--- src/rtl/mem_arb_pkg.sv ---
// Shared types for the SRAM arbiter slice: response-owner encoding and
// the width of the fetch starvation counter.
package mem_arb_pkg;

    typedef enum logic [1:0] {
        OWN_NONE = 2'd0,
        OWN_INST = 2'd1,
        OWN_DATA = 2'd2
    } owner_t;

    localparam int STARVE_W = 4;

endpackage

--- src/rtl/sram_arb_prio.sv ---
// Grant decision between fetch and data requesters: data wins unless fetch
// has waited through STARVE_MAX consecutive data grants.
module sram_arb_prio
    import mem_arb_pkg::*;
#(
    parameter int STARVE_MAX = 4
)
(
    input  logic clk,
    input  logic rst_n,
    input  logic i_req,
    input  logic d_req,
    output logic i_gnt,
    output logic d_gnt
);

    localparam logic [STARVE_W-1:0] STARVE_LIM = STARVE_W'(STARVE_MAX);
    localparam logic [STARVE_W-1:0] CNT_ONE    = STARVE_W'(1);

    logic [STARVE_W-1:0] starve_cnt_r;
    logic                force_inst_s;

    assign force_inst_s = (starve_cnt_r == STARVE_LIM);

    // Same-cycle grant; nothing is granted while reset is held.
    always_comb begin
        i_gnt = 1'b0;
        d_gnt = 1'b0;
        if (!rst_n) begin
            i_gnt = 1'b0;
            d_gnt = 1'b0;
        end else if (d_req && !(i_req && force_inst_s)) begin
            d_gnt = 1'b1;
        end else if (i_req) begin
            i_gnt = 1'b1;
        end else begin
            i_gnt = 1'b0;
            d_gnt = 1'b0;
        end
    end

    // Counts data grants that bypassed a waiting fetch, saturating at the limit.
    always_ff @(posedge clk or negedge rst_n) begin
        if (!rst_n) begin
            starve_cnt_r <= {STARVE_W{1'b0}};
        end else if (i_gnt || !i_req) begin
            starve_cnt_r <= {STARVE_W{1'b0}};
        end else if (d_gnt && (starve_cnt_r != STARVE_LIM)) begin
            starve_cnt_r <= starve_cnt_r + CNT_ONE;
        end else begin
            starve_cnt_r <= starve_cnt_r;
        end
    end

endmodule

--- src/rtl/sram_arbiter.sv ---
// Shares one single-port, 1-cycle-latency SRAM between instruction fetch and
// load/store, routing each response back to the requester that issued it.
module sram_arbiter
    import mem_arb_pkg::*;
#(
    parameter int ADDR_W     = 32,
    parameter int DATA_W     = 32,
    parameter int STARVE_MAX = 4
)
(
    input  logic                clk,
    input  logic                rst_n,
    input  logic                i_req,
    input  logic [DATA_W/8-1:0] i_we,
    input  logic [ADDR_W-1:0]   i_addr,
    input  logic [DATA_W-1:0]   i_wdata,
    input  logic                i_flush,
    output logic                i_gnt,
    output logic                i_rvalid,
    output logic [DATA_W-1:0]   i_rdata,
    input  logic                d_req,
    input  logic [DATA_W/8-1:0] d_we,
    input  logic [ADDR_W-1:0]   d_addr,
    input  logic [DATA_W-1:0]   d_wdata,
    output logic                d_gnt,
    output logic                d_rvalid,
    output logic [DATA_W-1:0]   d_rdata,
    output logic                sram_en,
    output logic [DATA_W/8-1:0] sram_we,
    output logic [ADDR_W-1:0]   sram_addr,
    output logic [DATA_W-1:0]   sram_wdata,
    input  logic [DATA_W-1:0]   sram_rdata
);

    localparam int WE_W = DATA_W / 8;

    owner_t resp_owner_r;
    logic   resp_is_read_r;

    sram_arb_prio #(
        .STARVE_MAX (STARVE_MAX)
    ) u_prio (
        .clk   (clk),
        .rst_n (rst_n),
        .i_req (i_req),
        .d_req (d_req),
        .i_gnt (i_gnt),
        .d_gnt (d_gnt)
    );

    // Drive the SRAM from whichever requester holds the grant; idle bus is zero.
    always_comb begin
        sram_en    = i_gnt | d_gnt;
        sram_we    = {WE_W{1'b0}};
        sram_addr  = {ADDR_W{1'b0}};
        sram_wdata = {DATA_W{1'b0}};
        if (d_gnt) begin
            sram_we    = d_we;
            sram_addr  = d_addr;
            sram_wdata = d_wdata;
        end else if (i_gnt) begin
            sram_we    = i_we;
            sram_addr  = i_addr;
            sram_wdata = i_wdata;
        end else begin
            sram_we    = {WE_W{1'b0}};
            sram_addr  = {ADDR_W{1'b0}};
            sram_wdata = {DATA_W{1'b0}};
        end
    end

    // Remember who owns the response arriving next cycle and whether it carries data.
    always_ff @(posedge clk or negedge rst_n) begin
        if (!rst_n) begin
            resp_owner_r   <= OWN_NONE;
            resp_is_read_r <= 1'b0;
        end else if (d_gnt) begin
            resp_owner_r   <= OWN_DATA;
            resp_is_read_r <= (d_we == {WE_W{1'b0}});
        end else if (i_gnt) begin
            resp_owner_r   <= OWN_INST;
            resp_is_read_r <= (i_we == {WE_W{1'b0}});
        end else begin
            resp_owner_r   <= OWN_NONE;
            resp_is_read_r <= 1'b0;
        end
    end

    // Route the response; a write completes with rvalid and zero data, and a
    // fetch response is squashed by a flush in its own cycle.
    always_comb begin
        i_rvalid = 1'b0;
        i_rdata  = {DATA_W{1'b0}};
        d_rvalid = 1'b0;
        d_rdata  = {DATA_W{1'b0}};
        case (resp_owner_r)
            OWN_INST: begin
                if (!i_flush) begin
                    i_rvalid = 1'b1;
                    i_rdata  = resp_is_read_r ? sram_rdata : {DATA_W{1'b0}};
                end else begin
                    i_rvalid = 1'b0;
                    i_rdata  = {DATA_W{1'b0}};
                end
            end
            OWN_DATA: begin
                d_rvalid = 1'b1;
                d_rdata  = resp_is_read_r ? sram_rdata : {DATA_W{1'b0}};
            end
            default: begin
                i_rvalid = 1'b0;
                d_rvalid = 1'b0;
            end
        endcase
    end

endmodule

--- config.mk ---
export PLATFORM = sky130hd
export DESIGN_NAME = sram_arbiter
export DESIGN_NICKNAME = d
export VERILOG_FILES = /design/src/rtl/mem_arb_pkg.sv /design/src/rtl/sram_arb_prio.sv /design/src/rtl/sram_arbiter.sv
export SDC_FILE = /design/constraint.sdc
export NUM_CORES = 1
export LEC_CHECK = 0
export ABC_AREA = 1
export BUFFER_PORTS_ARGS = -buffer_cell sky130_fd_sc_hd__buf_2
export CAP_MARGIN = 0
export CORE_AREA = 2 2 119 121
export CTS_CLUSTER_SIZE = 25
export DETAILED_ROUTE_END_ITERATION = 10
export DIE_AREA = 0 0 121 123
export PLACE_DENSITY = 0.5
export SLEW_MARGIN = 30
export SYNTH_ARGS = -nofsm -noshare
export SYNTH_HDL_FRONTEND = slang
export SYNTH_SLANG_ARGS = --single-unit
--- constraint.sdc ---
create_clock -name clk -period 1.92 [get_ports clk]
set_input_delay 0.192 -clock clk [delete_from_list [all_inputs] [get_ports clk]]
set_output_delay 0.192 -clock clk [all_outputs]
set_load 0.01 [all_outputs]
# Word-level counts from Yosys, hierarchy flattened

Cells that the tools add are included.

Add/sub/neg operators: 1
Equality and inequality tests: 4
Mux-type cells: 24
Bitwise operators: 1
Reduce and logical (&&, ||, !) cells: 9

Operators by type and width:

| cell                                                   | number |
|---|---|
| 2-to-1 mux 32 bit                                      | 8 |
| 2-to-1 mux 4 bit                                       | 4 |
| 2-to-1 mux 1 bit                                       | 11 |
| logical NOT 4 bit                                      | 2 |
| adder 4 x 1 -> 4 bit (second input constant)           | 1 |
| equality test 4 x 3 -> 1 bit (second input constant)   | 1 |
| inequality test 4 x 3 -> 1 bit (second input constant) | 1 |
| logical AND 1 bit                                      | 3 |
| equality test 2 x 1 -> 1 bit (second input constant)   | 1 |
| equality test 2 bit (second input constant)            | 1 |
| logical NOT 1 bit                                      | 2 |
| 2-to-1 mux 2 bit                                       | 1 |
| nonzero test 2 bit                                     | 1 |
| logical OR 1 bit                                       | 1 |
| bitwise OR 1 bit                                       | 1 |

Register bits: 7
Input bits: 173
Output and inout port bits: 137
Logic and storage cells: 42

# Logic depth before layout (Yosys ltp)

Gate-level depths: netlist of the first run.

Depth in word-level cells: 9
Gate-level depth with buffers: 10

# Hierarchy

Synthesis of the first run repeated with hierarchy kept, for this count alone.

Cells, all modules: 381
Area total of the unflattened synthesis: 1692.9 um2

Modules (own cells, without submodules):

| module        | instances | cells an instance | area each (um2) | sequential area each (um2) |
|---|---|---|---|---|
| sram_arbiter  | 1         | 345               | 1422.6          | 75.1 |
| sram_arb_prio | 1         | 36                | 270.3           | 100.1 |

# Worst setup path before layout of the first run

No wires, ideal clock.

Path type: register to output
Start point: register u_prio.starve_cnt_r[0]
End point: output sram_we[3]
Arrival: 1.396 ns
Required time: 1.728 ns
Slack: 0.332 ns
Stages on the path, launching flop included: 9
Cells stage by stage: dfrtp_1 > inv_1 > ha_1 > nand4_2 > nand2_4 > nor2_4 > buf_2 > inv_1 > o22ai_1

Cells in the longest elaborated chain, start to end: 8
Elaborated cells on any way between the ends: 10
Classes of those cells: eq/ne (1); mux (6); reduce/logical (3)

Ends and longest elaborated chain:

| what                             | RTL line            | source |
|---|---|---|
| from (decl)                      | sram_arb_prio.sv:20 | `logic [STARVE_W-1:0] starve_cnt_r;` |
| from (signal assigned)           | sram_arb_prio.sv:45 | `starve_cnt_r <= {STARVE_W{1'b0}};` |
| from (signal assigned)           | sram_arb_prio.sv:47 | `starve_cnt_r <= {STARVE_W{1'b0}};` |
| from (signal assigned)           | sram_arb_prio.sv:49 | `starve_cnt_r <= starve_cnt_r + CNT_ONE;` |
| equality test 4 x 3 -> 1 bit (*) | sram_arb_prio.sv:23 | `assign force_inst_s = (starve_cnt_r == STARVE_LIM);` |
| logical AND 1 bit (*)            | sram_arb_prio.sv:32 | `end else if (d_req && !(i_req && force_inst_s)) begin` |
| logical NOT 1 bit (*)            | sram_arb_prio.sv:32 |  |
| logical AND 1 bit (*)            | sram_arb_prio.sv:32 |  |
| 2-to-1 mux 1 bit                 | sram_arb_prio.sv:32 |  |
| 2-to-1 mux 1 bit                 | sram_arb_prio.sv:29 | `if (!rst_n) begin` |
| 2-to-1 mux 4 bit                 | sram_arbiter.sv:61  | `end else if (i_gnt) begin` |
| 2-to-1 mux 4 bit (*)             | sram_arbiter.sv:57  | `if (d_gnt) begin` |
| to (decl)                        | sram_arbiter.sv:29  | `output logic [DATA_W/8-1:0] sram_we,` |

Mark *: on every way between the ends. The rest lies on a longest branch, timed or not.

# Worst setup path after layout of the first run

Start point: register u_prio.starve_cnt_r[1]
End point: output sram_wdata[2]

Cells in the longest elaborated chain, start to end: 8
Elaborated cells on any way between the ends: 10
Classes of those cells: eq/ne (1); mux (6); reduce/logical (3)

Ends and longest elaborated chain:

| what                             | RTL line            | source |
|---|---|---|
| equality test 4 x 3 -> 1 bit (*) | sram_arb_prio.sv:23 |  |
| logical AND 1 bit (*)            | sram_arb_prio.sv:32 |  |
| logical NOT 1 bit (*)            | sram_arb_prio.sv:32 |  |
| logical AND 1 bit (*)            | sram_arb_prio.sv:32 |  |
| 2-to-1 mux 1 bit                 | sram_arb_prio.sv:32 |  |
| 2-to-1 mux 1 bit                 | sram_arb_prio.sv:29 |  |
| 2-to-1 mux 32 bit                | sram_arbiter.sv:61  |  |
| 2-to-1 mux 32 bit (*)            | sram_arbiter.sv:57  |  |
| to (decl)                        | sram_arbiter.sv:31  | `output logic [DATA_W-1:0] sram_wdata,` |

Marked as above.

==> out/qor.txt, run 1 <==
outcome -> finished clean
core region area -> 13,600 um2
diodes inserted -> 0
GRT Overall Usage -> 12.0%
CP max stage delay -> 0.36 ns
routability cong. -> 0.745
ratio of cells with drive above 1 in the final layout -> 50.0%
PD cells -> 286 nW/um2
clk_skew -> 0.00130 ns
TritonCTS buffer count -> 3
Clk pwr share -> 32.1%
GRT Residual Overflow -> 0
via density per instance -> 3.81
Reg2Reg Capture Point -> resp_is_read_r
Synth Area per Inst -> 4.45 um2
antenna violations before repair -> 1
Fmax -> 0.533 GHz
internal power -> 721 uW
die area -> 14,900 um2
final setup TNS -> 0 ns
delay-heaviest family, CP -> buffers and inverters
Required @ worst endpoint -> 1.73 ns
Synth Net Count -> 551
relative slew slack -> 76.7%
RR Startpoint -> u_prio.starve_cnt_r[1]
CP Depth -> 10
Syn. warnings -> 0
register area share after synthesis -> 10.5%
DRC -> 0
P&R area growth vs syn -> 128%
Final Net Count -> 862
CP Launch Point -> u_prio.starve_cnt_r[1]
hpwl dp -> 7930 um
clk slew on worst S/H paths -> 0.03 ns
via count -> 3,299
maximum net fanout on the critical path -> 14
min Tclk post-route -> 1.88 ns
Leakage -> 0.00246 uW
reg2reg setup slack -> 0.46 ns
initial core utilization -> 12.3%
RSZ-0062 raised after global routing -> true
routed wire length -> 10,300 um
critical path's slowest cell -> dfrtp_1
IO Pins -> 310
Sequential Power Share -> 14.3%
worst setup path endpoint -> sram_wdata[2]
Max Root-Sink Buffers -> 2
Multi-input gate area -> 1360 um2
Post-DRT Antenna Nets -> 0
final std cells w/o fill -> 866
Yosys reg bits -> 7
Placed Cells -> 850
CTS tree -> yes
# setup viols final -> 0
cell-by-cell trace of the critical path -> inv_2 > ha_4 > nand4_4 > nand2_4 > nor2_4 > buf_12 > buf_12 > nand2_1 > nand2_1 > buf_2
Tcrit/Tclk final -> 97.8%
Max rail drop VDD -> 286 uV
Fillers -> 1,538
final worst slack -> 0.0425 ns
Switching Share -> 33.8%
critical path class -> reg -> out
sw power -> 368 uW
Sink Count -> 7
final core utilization -> 28.0%
Worst Path Arrival -> 1.69 ns
Synth cell types -> 21
DR iter-0 viols -> 92
Slew Limit Fails -> 0
Worst Path Buf+Inv -> 4
WL/cell -> 11.9 um
CP endpoint kind -> output pin
post-placement setup slack -> 0.141 ns
num rows -> 43
global-route wire length before repair -> 14,200 um
Hold Vio Cnt, Final -> 0
Worst-Skew Late Latency -> 0.23 ns
Min-Delay Startpoint -> d_we[0]
CP Launch Type -> flip-flop
Cell Area, Synth -> 1670 um2
min-delay worst type -> in -> reg
synthesized instance count -> 376
H-tree depth -> 1
storage element area -> 175 um2
port bufs -> 309
maxcap violations -> 0
vias in the first global route -> 2,946
Slew @ Worst Pin -> 0.348 ns
Die Wd -> 121 um
largest net degree at the start of global routing -> 34
Die Y-Extent -> 123 um
root buf cell -> clkbuf_16
R2R depth -> 9
Pre-antenna DRT Iters -> 4
Comb pwr share -> 53.6%
Final Hold Slack -> 0.289 ns
==> worst min-delay path, stage by stage <==
cell     delay (ns)
buf_2          0.08
nor3_1         0.04
nand3_1        0.07
nand2_1        0.08
==> flip-flops by register name, summed over array words and instances, names as in the netlist <==
signal,flops
u_prio.starve_cnt_r,4
resp_is_read_r,1
resp_owner_r,2
==> power by group through the flow <==
stage	clock, uW	combinational (uW)	sequential, uW
floorplan	0	202	157
global placement	0	514	157
detailed placement	0	512	157
CTS	359	579	155
global route	366	644	156
finish	350	584	155
==> metal layers <==
| metal | global-route usage, % | vias to the layer above | routed length [um] |
|---|---|---|---|
| li1 | - | 1737 | - |
| met1 | 12.7 | 1370 | 3860 |
| met2 | 25.5 | 188 | 5640 |
| met3 | 2.26 | 2 | 822 |
| met4 | 0 | 2 | 1 |
| met5 | 0 | - | 13 |
==> final cells by class <==
class,count,area share (%)
Clock buffer,4,2.07
Inverter,17,2.00
Multi-Input combinational cell,329,35.6
Sequential cell,7,4.59
Tap cell,180,5.90
Timing Repair Buffer,329,49.9
==> through the flow <==
step           power [uW]  cell area (um2)
2_1_floorplan         359             1670
3_3_place_gp          671             3440
3_5_place_dp          669             3440
4_1_cts              1090             3770
5_1_grt              1170             3810
6_report             1090             3810
==> cell usage after synthesis (all sizes together) <==
library cell,instances,share of area [%]
o21ai,2,0.60
dfrtp,7,10
xor2,2,1.0
a21oi,1,0.30
clkbuf,8,1.8
inv,16,3.6
o22ai,1,0.37
clkinv,1,0.30
nand4,4,1.9
nand3,7,2.1
nor3,4,1.2
buf,15,4.8
ha,2,1.5
nor2,65,15
nand2,241,55
==> cells by family (layout without fill, tap and decap cells) <==
| family | count (synthesis) | after routing | synth area share, % |
|---|---|---|---|
| AND/OR/NAND/NOR | 321 | 321 | 75.2 |
| buffers and inverters | 40 | 350 | 10.5 |
| flip-flops | 7 | 7 | 10.5 |
| AO/OA/AOI/OAI | 4 | 4 | 1.27 |
| adder cells (fa/ha/maj) | 2 | 2 | 1.50 |
| XOR/XNOR | 2 | 2 | 1.05 |
==> what timing repair did <==
item	in CTS	in global routing
buffers inserted	6	1
hold buffers	1	0
endpoints found under the setup margin	67	69
resized for setup	17	11
endpoints found under the hold margin	7	0
pin swaps	3	3
cloned	4	1
==> cell usage in the layout, fill, tap and decap left out <==
cell,instances
nand4_1,3
nand2_2,2
ha_4,1
nor2_1,64
buf_6,7
nand2_4,1
o21ai_0,2
buf_16,3
nand2_8,1
inv_1,12
ha_1,1
buf_4,6
nand3_1,7
clkbuf_16,4
a21oi_1,1
dfrtp_1,7
xor2_1,2
nand2_1,237
dlygate4sd3_1,1
nand4_4,1
clkbuf_1,1
inv_2,4
nor3_1,4
buf_2,304
buf_12,7
nor2_4,1
o22ai_1,1
clkinv_8,1
==> worst min-delay path by stage <==
stage / to / slack [ns] / depth (start not counted)
2_1_floorplan: resp_is_read_r / -0.10 / 0
3_3_place_gp: resp_owner_r[1] / 0.06 / 1
3_5_place_dp: u_prio.starve_cnt_r[3] / 0.06 / 1
4_1_cts: u_prio.starve_cnt_r[0] / 0.29 / 3
5_1_grt: u_prio.starve_cnt_r[0] / 0.31 / 3
6_report: resp_is_read_r / 0.29 / 4
No activity file was read; power rests on OpenSTA's default activity.
==> run 2, diff against run 1 <==
==> constraint.sdc (replaced) <==
create_clock -name clk -period 1.92 [get_ports clk]
set_input_delay 0.288 -clock clk [delete_from_list [all_inputs] [get_ports clk]]
set_output_delay 0.288 -clock clk [all_outputs]
set_load 0.01 [all_outputs]
==> out/qor.txt, run 2 (synthesized netlist as in run 1, its figures left out) <==
relative slew slack -> 83.9% (was 76.7%)
critical path class -> reg -> out (unchanged)
min-delay worst type -> in -> async (was in -> reg)
global-route wire length before repair -> 14,900 um (was 14,200 um)
Leakage -> 0.00268 uW (was 0.00246 uW)
clk slew on worst S/H paths -> 0.04 ns (was 0.03 ns)
num rows -> 43 (unchanged)
die area -> 14,900 um2 (unchanged)
Final Net Count -> 873 (was 862)
Hold Vio Cnt, Final -> 0 (unchanged)
Slew Limit Fails -> 0 (unchanged)
clk_skew -> 0.000522 ns (was 0.00130 ns)
vias in the first global route -> 2,925 (was 2,946)
Pre-antenna DRT Iters -> 4 (unchanged)
via count -> 3,408 (was 3,299)
WL/cell -> 12.8 um (was 11.9 um)
PD cells -> 281 nW/um2 (was 286 nW/um2)
diodes inserted -> 0 (unchanged)
Design Power -> 1200 uW (was 1090 uW)
hold_buf cts -> 0 (was 1)
Comb pwr share -> 57.5% (was 53.6%)
Max Root-Sink Buffers -> 2 (unchanged)
Worst Path Arrival -> 1.74 ns (was 1.69 ns)
DR iter-0 viols -> 81 (was 92)
Max rail drop VDD -> 251 uV (was 286 uV)
IO Pins -> 310 (unchanged)
GRT Residual Overflow -> 0 (unchanged)
final std cells w/o fill -> 877 (was 866)
maximum net fanout on the critical path -> 7 (was 14)
Placed Cells -> 853 (was 850)
H-tree depth -> 1 (unchanged)
post-placement setup slack -> 0.0453 ns (was 0.141 ns)
Slew @ Worst Pin -> 0.242 ns (was 0.348 ns)
Post-DRT Antenna Nets -> 0 (unchanged)
min Tclk post-route -> 2.03 ns (was 1.88 ns)
maxcap violations -> 0 (unchanged)
Die Y-Extent -> 123 um (unchanged)
DRC -> 0 (unchanged)
sw power -> 409 uW (was 368 uW)
final core utilization -> 31.2% (was 28.0%)
CTS tree -> yes (unchanged)
ratio of cells with drive above 1 in the final layout -> 56.0% (was 50.0%)
antenna violations before repair -> 0 (was 1)
commonest non-fill, non-tap cell in the layout -> buf_2 (unchanged)
Sequential Power Share -> 13.0% (was 14.3%)
CP Launch Type -> flip-flop (unchanged)
most frequent cells in the layout -> 295 x buf_2, 202 x nand2_1, 64 x nor2_1 (was 304 x buf_2, 237 x nand2_1, 64 x nor2_1)
placed instance area -> 3470 um2 (was 3440 um2)
GRT Overall Usage -> 12.7% (was 12.0%)
Clk pwr share -> 29.4% (was 32.1%)
via density per instance -> 3.89 (was 3.81)
post-route cell area -> 4250 um2 (was 3810 um2)
largest net degree at the start of global routing -> 33 (was 34)
biggest registers after layout -> u_prio.starve_cnt_r x4, resp_owner_r x2, resp_is_read_r x1 (unchanged)
Die Wd -> 121 um (unchanged)
GRT Max-Usage Layer -> met2 (unchanged)
met1 Track Usage GR -> 13.4% (was 12.7%)
Biggest register -> u_prio.starve_cnt_r (unchanged)
routability cong. -> 0.747 (was 0.745)
failing checks -> negative setup slack
root buf cell -> clkbuf_16 (unchanged)
Sink Count -> 7 (unchanged)
GRT met2 Usage -> 27.0% (was 25.5%)
routed wire length -> 11,200 um (was 10,300 um)
internal power -> 787 uW (was 721 uW)
core region area -> 13,600 um2 (unchanged)
RSZ-0062 raised after global routing -> true (unchanged)
max reg flops -> 4 (unchanged)
hpwl dp -> 7970 um (was 7930 um)
final worst slack -> -0.111 ns (was 0.0425 ns)
GRT met3 Usage -> 2.12% (was 2.26%)
# setup viols final -> 62 (was 0)
Fmax -> 0.492 GHz (was 0.533 GHz)
CP endpoint kind -> output pin (unchanged)
port bufs -> 309 (unchanged)
TritonCTS buffer count -> 3 (unchanged)
Tcrit/Tclk final -> 106% (was 97.8%)
Worst-Skew Late Latency -> 0.23 ns (about the same)
Switching Share -> 34.2% (was 33.8%)
P&R area growth vs syn -> 154% (was 128%)
initial core utilization -> 12.3% (unchanged)
Required @ worst endpoint -> 1.63 ns (was 1.73 ns)
outcome -> finished, violations left (was finished clean)
-- run 2: changes by cell type in the layout (fill, tap and decap cells not counted), moves of 2 or more --
cell	change
buf_4	+3
nand2_4	+15
nand2_1	-35
buf_16	+5
nand2_2	+21
clkbuf_16	+2
buf_6	+10
buf_2	-9
-- run 2: per-stage QoR --
step | hold slack (ns) | setup TNS (ns)
2_1_floorplan | -0.00759 | 0
3_3_place_gp | 0.235 | 0
3_5_place_dp | 0.236 | 0
4_1_cts | 0.00183 | -6.57
5_1_grt | 0.0128 | -8.78
6_report | 0.000636 | -2.89
-- run 2: repair_timing --
item                       4_1_cts  5_1_grt
gates cloned                     8        4
pin swaps                       11       20
resized for setup               63       32
setup endpoints to repair       70       81
setup buffers                    8        2
-- run 2: path summary, 6_finish.rpt --
kind,startpoint,end,slack [ns],cells past startpoint
min reg2reg,u_prio.starve_cnt_r[3],u_prio.starve_cnt_r[3],0.59,2
min,rst_n,u_prio.starve_cnt_r[2],0.0006,2
max reg2reg,u_prio.starve_cnt_r[1],resp_owner_r[1],0.48,8
min in group clk,i_we[3],resp_is_read_r,0.36,4
max in group asynchronous,rst_n,resp_is_read_r,1.79,2
max,u_prio.starve_cnt_r[1],sram_addr[12],-0.11,11
-- run 2: final cells by class --
| class | instances | area, um2 |
|---|---|---|
| multi-input cells | 329 | 1510 |
| well taps | 180 | 225 |
| repair buffers | 340 | 2190 |
| fillers | 1552 | 9360 |
| clock buffers | 4 | 78.8 |
| flip-flops and latches | 7 | 175 |
| inverters | 17 | 76.3 |
-- run 2: power groups by stage --
stage	Clock (uW)	Combinational (uW)	Sequential, uW
final	352	688	156
after global routing	373	750	156
after CTS	360	650	156
after detailed placement	0	516	158
after global placement	0	517	157
after floorplan	0	202	157
-- run 2: critical path, stage by stage (launching register included) --
cell     delay (ns)
dfrtp_1        0.38
inv_2          0.06
ha_4           0.16
nand4_4        0.07
nand2_4        0.08
nor2_4         0.14
buf_12         0.14
buf_12         0.11
buf_16         0.13
nand2_2        0.04
nand2_1        0.05
buf_2          0.13
-- run 2: per-layer routing --
| metal | routed length [um] | vias to the layer above |
|---|---|---|
| met3 | 882 | 2 |
| li1 | - | 1764 |
| met1 | 4120 | 1460 |
| met5 | 0 | - |
| met4 | 10 | 0 |
| met2 | 6180 | 182 |
